[config.mk]
export PLATFORM = sky130hd
export DESIGN_NAME = minirisc_ctrl_fsm
export DESIGN_NICKNAME = d
export VERILOG_FILES = /design/src/rtl/minirisc_ctrl_fsm.sv
export SDC_FILE = /design/constraint.sdc
export NUM_CORES = 1
export LEC_CHECK = 0
export CAP_MARGIN = 20
export CORE_MARGIN = 3
export CORE_UTILIZATION = 45
export CTS_BUF_LIST = sky130_fd_sc_hd__clkbuf_8
export CTS_CLUSTER_DIAMETER = 30
export CTS_CLUSTER_SIZE = 40
export DETAILED_ROUTE_END_ITERATION = 6
export GPL_ROUTABILITY_DRIVEN = 1
export PLACE_DENSITY_LB_ADDON = 0.05
export SYNTH_ARGS = -nofsm -noshare
export SYNTH_HDL_FRONTEND = slang
export SYNTH_SLANG_ARGS = --single-unit
[constraint.sdc]
create_clock -name clk_i -period 1.81 [get_ports clk_i]
set_input_delay 0.2715 -clock clk_i [delete_from_list [all_inputs] [get_ports clk_i]]
set_output_delay 0.2715 -clock clk_i [all_outputs]
set_load 0.01 [all_outputs]
[src/rtl/minirisc_ctrl_fsm.sv]
// MiniRISC multi-cycle control sequencer: fetch/decode/exec/mem/wb with aluop/func issue.
// Outputs are registered from the next state; pc_inc and pc_branch are same-cycle strobes.
module minirisc_ctrl_fsm #(
   parameter int OPW = 6
) (
   input  logic           clk_i,
   input  logic           rst_i,
   input  logic [OPW-1:0] imem_opcode_i,
   input  logic [3:0]     imem_func_i,
   input  logic           imem_ack_i,
   input  logic           dmem_ack_i,
   input  logic           cmp_true_i,
   output logic           imem_req_o,
   output logic           dmem_req_o,
   output logic           dmem_we_o,
   output logic [3:0]     aluop_o,
   output logic [3:0]     func_o,
   output logic           reg_we_o,
   output logic           wb_sel_o,
   output logic           pc_inc_o,
   output logic           pc_branch_o,
   output logic           halted_o,
   output logic           illegal_o
);

   localparam logic [OPW-1:0] OP_RALU = OPW'(0);
   localparam logic [OPW-1:0] OP_IALU = OPW'(1);
   localparam logic [OPW-1:0] OP_LD   = OPW'(2);
   localparam logic [OPW-1:0] OP_ST   = OPW'(3);
   localparam logic [OPW-1:0] OP_BR   = OPW'(4);
   localparam logic [OPW-1:0] OP_JMP  = OPW'(5);
   localparam logic [OPW-1:0] OP_HALT = OPW'(6);

   typedef enum logic [2:0] {
      S_FETCH  = 3'd0,
      S_DECODE = 3'd1,
      S_EXEC   = 3'd2,
      S_MEM    = 3'd3,
      S_WB     = 3'd4,
      S_HALT   = 3'd5
   } state_t;

   state_t         state_q, state_d;
   logic [OPW-1:0] op_q;
   logic [3:0]     fn_q;
   logic           imem_req_q, dmem_req_q, dmem_we_q, reg_we_q, wb_sel_q, halted_q, illegal_q;
   logic [3:0]     aluop_q, func_q;
   logic           fetch_take_s;
   logic           legal_s;

   function automatic logic is_legal(input logic [OPW-1:0] op, input logic [3:0] fn);
      case (op)
         OP_RALU: is_legal = (fn[3] == 1'b0);
         OP_IALU: is_legal = (fn <= 4'd4);
         OP_BR:   is_legal = (fn <= 4'd2);
         OP_LD, OP_ST, OP_JMP, OP_HALT: is_legal = 1'b1;
         default: is_legal = 1'b0;
      endcase
   endfunction

   function automatic logic [3:0] exec_aluop(input logic [OPW-1:0] op);
      case (op)
         OP_RALU:      exec_aluop = 4'b0001;
         OP_IALU:      exec_aluop = 4'b0010;
         OP_LD, OP_ST: exec_aluop = 4'b0100;
         OP_BR:        exec_aluop = 4'b1000;
         default:      exec_aluop = 4'b0000;
      endcase
   endfunction

   function automatic logic [3:0] exec_func(input logic [OPW-1:0] op, input logic [3:0] fn);
      case (op)
         OP_RALU, OP_IALU, OP_BR: exec_func = fn;
         default:                 exec_func = 4'b0000;
      endcase
   endfunction

   // A fetch is only accepted once the request is actually out, so an ack in the reset cycle is dropped.
   assign fetch_take_s = (state_q == S_FETCH) && imem_req_q && imem_ack_i && !rst_i;
   assign legal_s      = is_legal(op_q, fn_q);

   // Next-state selection
   always_comb begin
      state_d = state_q;
      case (state_q)
         S_FETCH: begin
            if (fetch_take_s) state_d = S_DECODE;
            else              state_d = S_FETCH;
         end
         S_DECODE: begin
            if (!legal_s || (op_q == OP_HALT)) state_d = S_HALT;
            else                               state_d = S_EXEC;
         end
         S_EXEC: begin
            if ((op_q == OP_RALU) || (op_q == OP_IALU)) state_d = S_WB;
            else if ((op_q == OP_LD) || (op_q == OP_ST)) state_d = S_MEM;
            else                                          state_d = S_FETCH;
         end
         S_MEM: begin
            if (!dmem_ack_i)          state_d = S_MEM;
            else if (op_q == OP_LD)   state_d = S_WB;
            else                      state_d = S_FETCH;
         end
         S_WB:    state_d = S_FETCH;
         S_HALT:  state_d = S_HALT;
         default: state_d = S_FETCH;
      endcase
   end

   // State, instruction register and registered outputs decoded from the next state
   always_ff @(posedge clk_i) begin
      if (rst_i) begin
         state_q    <= S_FETCH;
         op_q       <= '0;
         fn_q       <= 4'd0;
         imem_req_q <= 1'b0;
         dmem_req_q <= 1'b0;
         dmem_we_q  <= 1'b0;
         aluop_q    <= 4'd0;
         func_q     <= 4'd0;
         reg_we_q   <= 1'b0;
         wb_sel_q   <= 1'b0;
         halted_q   <= 1'b0;
         illegal_q  <= 1'b0;
      end else begin
         state_q <= state_d;
         if (fetch_take_s) begin
            op_q <= imem_opcode_i;
            fn_q <= imem_func_i;
         end
         imem_req_q <= (state_d == S_FETCH);
         dmem_req_q <= (state_d == S_MEM);
         dmem_we_q  <= (state_d == S_MEM) && (op_q == OP_ST);
         aluop_q    <= (state_d == S_EXEC) ? exec_aluop(op_q) :
                       (state_d == S_MEM)  ? 4'b0100 : 4'b0000;
         func_q     <= (state_d == S_EXEC) ? exec_func(op_q, fn_q) : 4'b0000;
         reg_we_q   <= (state_d == S_WB);
         wb_sel_q   <= (state_d == S_WB) && (op_q == OP_LD);
         halted_q   <= (state_d == S_HALT);
         illegal_q  <= illegal_q || ((state_q == S_DECODE) && !legal_s);
      end
   end

   assign imem_req_o  = imem_req_q;
   assign dmem_req_o  = dmem_req_q;
   assign dmem_we_o   = dmem_we_q;
   assign aluop_o     = aluop_q;
   assign func_o      = func_q;
   assign reg_we_o    = reg_we_q;
   assign wb_sel_o    = wb_sel_q;
   assign halted_o    = halted_q;
   assign illegal_o   = illegal_q;
   assign pc_inc_o    = fetch_take_s;
   assign pc_branch_o = (state_q == S_EXEC) && !rst_i &&
                        ((op_q == OP_JMP) || ((op_q == OP_BR) && cmp_true_i));

endmodule

==> metrics.txt <==
# TYPE chip_impl_metric gauge
chip_impl_info{name="run_status",value="finished, final reports clean"} 1
chip_impl_metric{name="finalWirelength",unit="um"} 3170
chip_impl_metric{name="finalCoreUtilization",unit="%"} 68.8
chip_impl_metric{name="finalHoldViolations",unit=""} 0
chip_impl_metric{name="arrival",unit="ps"} 1910
chip_impl_metric{name="finalInstanceArea",unit="sq mm"} 0.00180
chip_impl_metric{name="power-per-cell-area",unit="mW/mm^2"} 824
chip_impl_info{name="clock_tree.root_cell",value="sky130_fd_sc_hd__clkbuf_8"} 1
chip_impl_metric{name="holdBufCountCts",unit=""} 0
chip_impl_metric{name="route.detailed.vias_per_inst",unit=""} 5.48
chip_impl_metric{name="std_cell_rows",unit=""} 18
chip_impl_info{name="worstSetupPathType",value="flop to flop"} 1
chip_impl_metric{name="crit_path_max_fanout",unit=""} 7
chip_impl_metric{name="fmax",unit="MHz"} 569
chip_impl_metric{name="area_delta_synth_final",unit="%"} 37.6
chip_impl_metric{name="synth_fp_nets",unit=""} 163
chip_impl_metric{name="post_synth.cell_area_avg",unit="sq um"} 8.83
chip_impl_metric{name="first_global_vias",unit=""} 1156
chip_impl_info{name="grt_setup_unrepaired",value="no"} 1
chip_impl_metric{name="final.period_utilization",unit="%"} 97.1
chip_impl_metric{name="p_leak",unit="nW"} 0.652
chip_impl_info{name="synthDominantAreaCellType",value="sky130_fd_sc_hd__dfxtp_1"} 1
chip_impl_metric{name="num_vias",unit=""} 1183
chip_impl_metric{name="dp_hpwl",unit="um"} 2260
chip_impl_metric{name="die_area",unit="sq mm"} 0.00359
chip_impl_metric{name="timing.final.setup_violations",unit=""} 0
chip_impl_info{name="cp-start-kind",value="flop"} 1
chip_impl_metric{name="pin_count_of_the_biggest_net_entering_global_routing",unit=""} 21
chip_impl_info{name="hp-class",value="flop to flop"} 1
chip_impl_metric{name="detailedRoute.firstIterationViolations",unit=""} 44
chip_impl_info{name="cp-startpoint",value="op_q[5]"} 1
chip_impl_metric{name="count_of_unique_library_cells_instantiated_by_yosys",unit=""} 43
chip_impl_metric{name="buffers_added_on_ports",unit=""} 31
chip_impl_metric{name="finalWorstPathRequiredPeriod",unit="ps"} 1760
chip_impl_info{name="tritoncts",value="yes"} 1
chip_impl_metric{name="initial_core_util",unit="%"} 50.0
chip_impl_metric{name="globalplace.congestion",unit=""} 0.887
chip_impl_metric{name="syn_area",unit="sq mm"} 0.00131
chip_impl_metric{name="io_pins",unit=""} 32
chip_impl_metric{name="clkSlewWorstSetupHoldPaths",unit="ps"} 90
chip_impl_metric{name="antenna_found_initial",unit=""} 0
chip_impl_metric{name="num-nets-final",unit=""} 202
chip_impl_metric{name="floorplan.die.height",unit="um"} 59.9
chip_impl_info{name="synth.top_cells.by_area",value="sky130_fd_sc_hd__dfxtp_1, sky130_fd_sc_hd__nand2_1, sky130_fd_sc_hd__o31ai_1"} 1
chip_impl_metric{name="gate_count_post_synth",unit=""} 148
chip_impl_metric{name="place_area",unit="sq mm"} 0.00169
chip_impl_metric{name="core-area",unit="sq mm"} 0.00261
chip_impl_metric{name="grt.overflow.total",unit=""} 0
chip_impl_metric{name="synth_top_area_share",unit="%"} 42.9
chip_impl_metric{name="grt_pass1_wl",unit="um"} 5240
chip_impl_metric{name="part_of_the_yosys_area_used_for_sequential_elements",unit="%"} 42.9
chip_impl_metric{name="worst_ir_drop_vdd",unit="V"} 0.00108
chip_impl_metric{name="fp.dieW",unit="um"} 59.9
chip_impl_metric{name="worst-endpoint-required",unit="ps"} 1970
chip_impl_metric{name="final_layout_size_suffix_gt1_share",unit="%"} 16.7
chip_impl_metric{name="cts_max_level",unit=""} 1
chip_impl_metric{name="detailedRoute.firstPassIterationCount",unit=""} 4
chip_impl_metric{name="synthesis.yosys.warnings",unit=""} 0
chip_impl_metric{name="clock_tree.buffer_depth",unit=""} 2
chip_impl_metric{name="synth-seq-cells",unit=""} 28
chip_impl_metric{name="drcViolationCount",unit=""} 0
chip_impl_metric{name="cts_buffers",unit=""} 3
chip_impl_metric{name="finClkSkew",unit="ps"} 4.99
chip_impl_metric{name="routed_wire_length_per_instance",unit="um"} 14.7
chip_impl_metric{name="grt_use_total",unit="%"} 19.1
chip_impl_metric{name="drv.max_cap_violation_count",unit=""} 0
chip_impl_metric{name="antenna_diode_count",unit=""} 0
chip_impl_metric{name="slew_viol_final",unit=""} 0
chip_impl_info{name="r2r-start",value="op_q[5]"} 1
chip_impl_metric{name="antenna_left",unit=""} 0
chip_impl_info{name="crit_path_end_kind",value="flop"} 1
chip_impl_metric{name="clock_latency",unit="ps"} 280
chip_impl_metric{name="tritoncts_num_sinks",unit=""} 28
chip_impl_info{name="hp-start",value="fn_q[0]"} 1
## timing repair
| action | CTS | global route |
|---|---|---|
| gates resized for setup | 7 | 4 |
| pin swaps | 0 | 3 |
| setup endpoints to repair | 2 | 5 |
| setup buffers | 0 | 1 |
## cell usage in the layout, fill, tap and decap left out, types with 2 or more instances in the layout
cell,synthesis,layout
sky130_fd_sc_hd__a211o_1,2,2
sky130_fd_sc_hd__a211oi_1,3,3
sky130_fd_sc_hd__a21oi_1,4,4
sky130_fd_sc_hd__buf_4,3,13
sky130_fd_sc_hd__clkbuf_8,0,3
sky130_fd_sc_hd__clkdlybuf4s50_1,0,29
sky130_fd_sc_hd__dfxtp_1,28,27
sky130_fd_sc_hd__inv_1,11,11
sky130_fd_sc_hd__nand2_1,16,16
sky130_fd_sc_hd__nand2b_1,7,7
sky130_fd_sc_hd__nand3_1,4,4
sky130_fd_sc_hd__nand4_1,2,2
sky130_fd_sc_hd__nor2_1,6,6
sky130_fd_sc_hd__nor3_1,7,6
sky130_fd_sc_hd__nor4_2,1,4
sky130_fd_sc_hd__o211ai_1,2,2
sky130_fd_sc_hd__o21ai_0,10,10
sky130_fd_sc_hd__o31ai_1,7,7
sky130_fd_sc_hd__or3_1,2,2
## area by class of cell
type,instances,area [sq um]
Fill cell,236,815
Multi-Input combinational cell,98,673
Sequential cell,28,562
Timing Repair Buffer,45,413
Clock buffer,3,41.3
Inverter,11,41.3
Tap cell,30,37.5
Clock inverter,1,30.0
## power by group
part           switching (mW)  total (mW)  internal, mW
combinational           0.173       0.322         0.150
sequential             0.0237       0.669         0.646
clock                   0.193       0.490         0.297
total                   0.389        1.48          1.09
## synthesized netlist by cell type
cell and n:
sky130_fd_sc_hd__nand3_2 1, sky130_fd_sc_hd__nand3_1 4, sky130_fd_sc_hd__nor2b_1 1, sky130_fd_sc_hd__nand4_1 2
sky130_fd_sc_hd__nor3b_1 1, sky130_fd_sc_hd__a211oi_2 1, sky130_fd_sc_hd__o2111a_1 1, sky130_fd_sc_hd__o2111ai_1 1
sky130_fd_sc_hd__a2111oi_0 1, sky130_fd_sc_hd__nand4b_1 1, sky130_fd_sc_hd__a31oi_1 1, sky130_fd_sc_hd__nor4_1 3
sky130_fd_sc_hd__conb_1 1, sky130_fd_sc_hd__nand4bb_1 1, sky130_fd_sc_hd__o21ai_2 1, sky130_fd_sc_hd__inv_1 11
sky130_fd_sc_hd__and2_1 1, sky130_fd_sc_hd__a21oi_1 4, sky130_fd_sc_hd__or3_1 2, sky130_fd_sc_hd__buf_2 2
sky130_fd_sc_hd__nor4_2 1, sky130_fd_sc_hd__nand2_1 16, sky130_fd_sc_hd__nand2b_1 7, sky130_fd_sc_hd__or2b_1 1
sky130_fd_sc_hd__a211o_1 2, sky130_fd_sc_hd__clkbuf_1 5, sky130_fd_sc_hd__a211oi_1 3, sky130_fd_sc_hd__dfxtp_1 28
sky130_fd_sc_hd__or4_4 1, sky130_fd_sc_hd__nor2_1 6, sky130_fd_sc_hd__o21ai_0 10, sky130_fd_sc_hd__buf_6 1
sky130_fd_sc_hd__o31ai_1 7, sky130_fd_sc_hd__buf_4 3, sky130_fd_sc_hd__o31a_1 1, sky130_fd_sc_hd__and3b_1 1
sky130_fd_sc_hd__a2111oi_4 1, sky130_fd_sc_hd__a22o_1 1, sky130_fd_sc_hd__a21o_1 1, sky130_fd_sc_hd__o211ai_1 2
sky130_fd_sc_hd__a221oi_4 1, sky130_fd_sc_hd__nor3_1 7, sky130_fd_sc_hd__and4b_1 1
## worst paths after layout
path	to	slack (ps)	depth (start not counted)
max reg2reg	wb_sel_o	50	5
max	wb_sel_o	50	5
min reg2reg	func_o[0]	490	2
min	func_o[0]	490	2
## per-layer routing
layer  vias to the layer above  global-route usage (%)  share of wire (%)
met5                         -                       0                  0
met4                         0                    5.06               0.88
met3                         2                    4.75                5.0
met2                        27                    29.0                 47
met1                       550                    26.9                 47
li1                        604                       -                  -
## through the flow
step	setup TNS [ps]	setup WS, ps	std cells	total power [mW]	hold WS (ps)
after floorplan	0	178	148	0.874	380
after global placement	-385	-206	211	0.982	468
after detailed placement	-391	-230	211	0.984	470
after CTS	0	17.2	215	1.48	493
after global routing	0	2.89	216	1.55	520
final	0	52.6	216	1.48	489
## registers in the layout, summed over array words and instances (netlist names)
register	flops
op_q	6
aluop_o	4
fn_q	4
func_o	4
state_q	3
dmem_req_o	1
dmem_we_o	1
halted_o	1
illegal_o	1
imem_req_o	1
reg_we_o	1
wb_sel_o	1
## cells by family after synthesis
family	share of synthesized area, %
DFF	42.9
other	0.287
and+or+nand+nor	24.9
AOI/OAI and AO/OA	23.9
buffers and inverters	7.95
## worst max-delay path, stage by stage, from the launching register on
cell and delay, ps:
sky130_fd_sc_hd__dfxtp_1 320, sky130_fd_sc_hd__or3_1 430, sky130_fd_sc_hd__buf_6 170, sky130_fd_sc_hd__or4_4 480, sky130_fd_sc_hd__o211ai_1 170, sky130_fd_sc_hd__a211oi_1 70
Power figures use the tool's default switching activity.
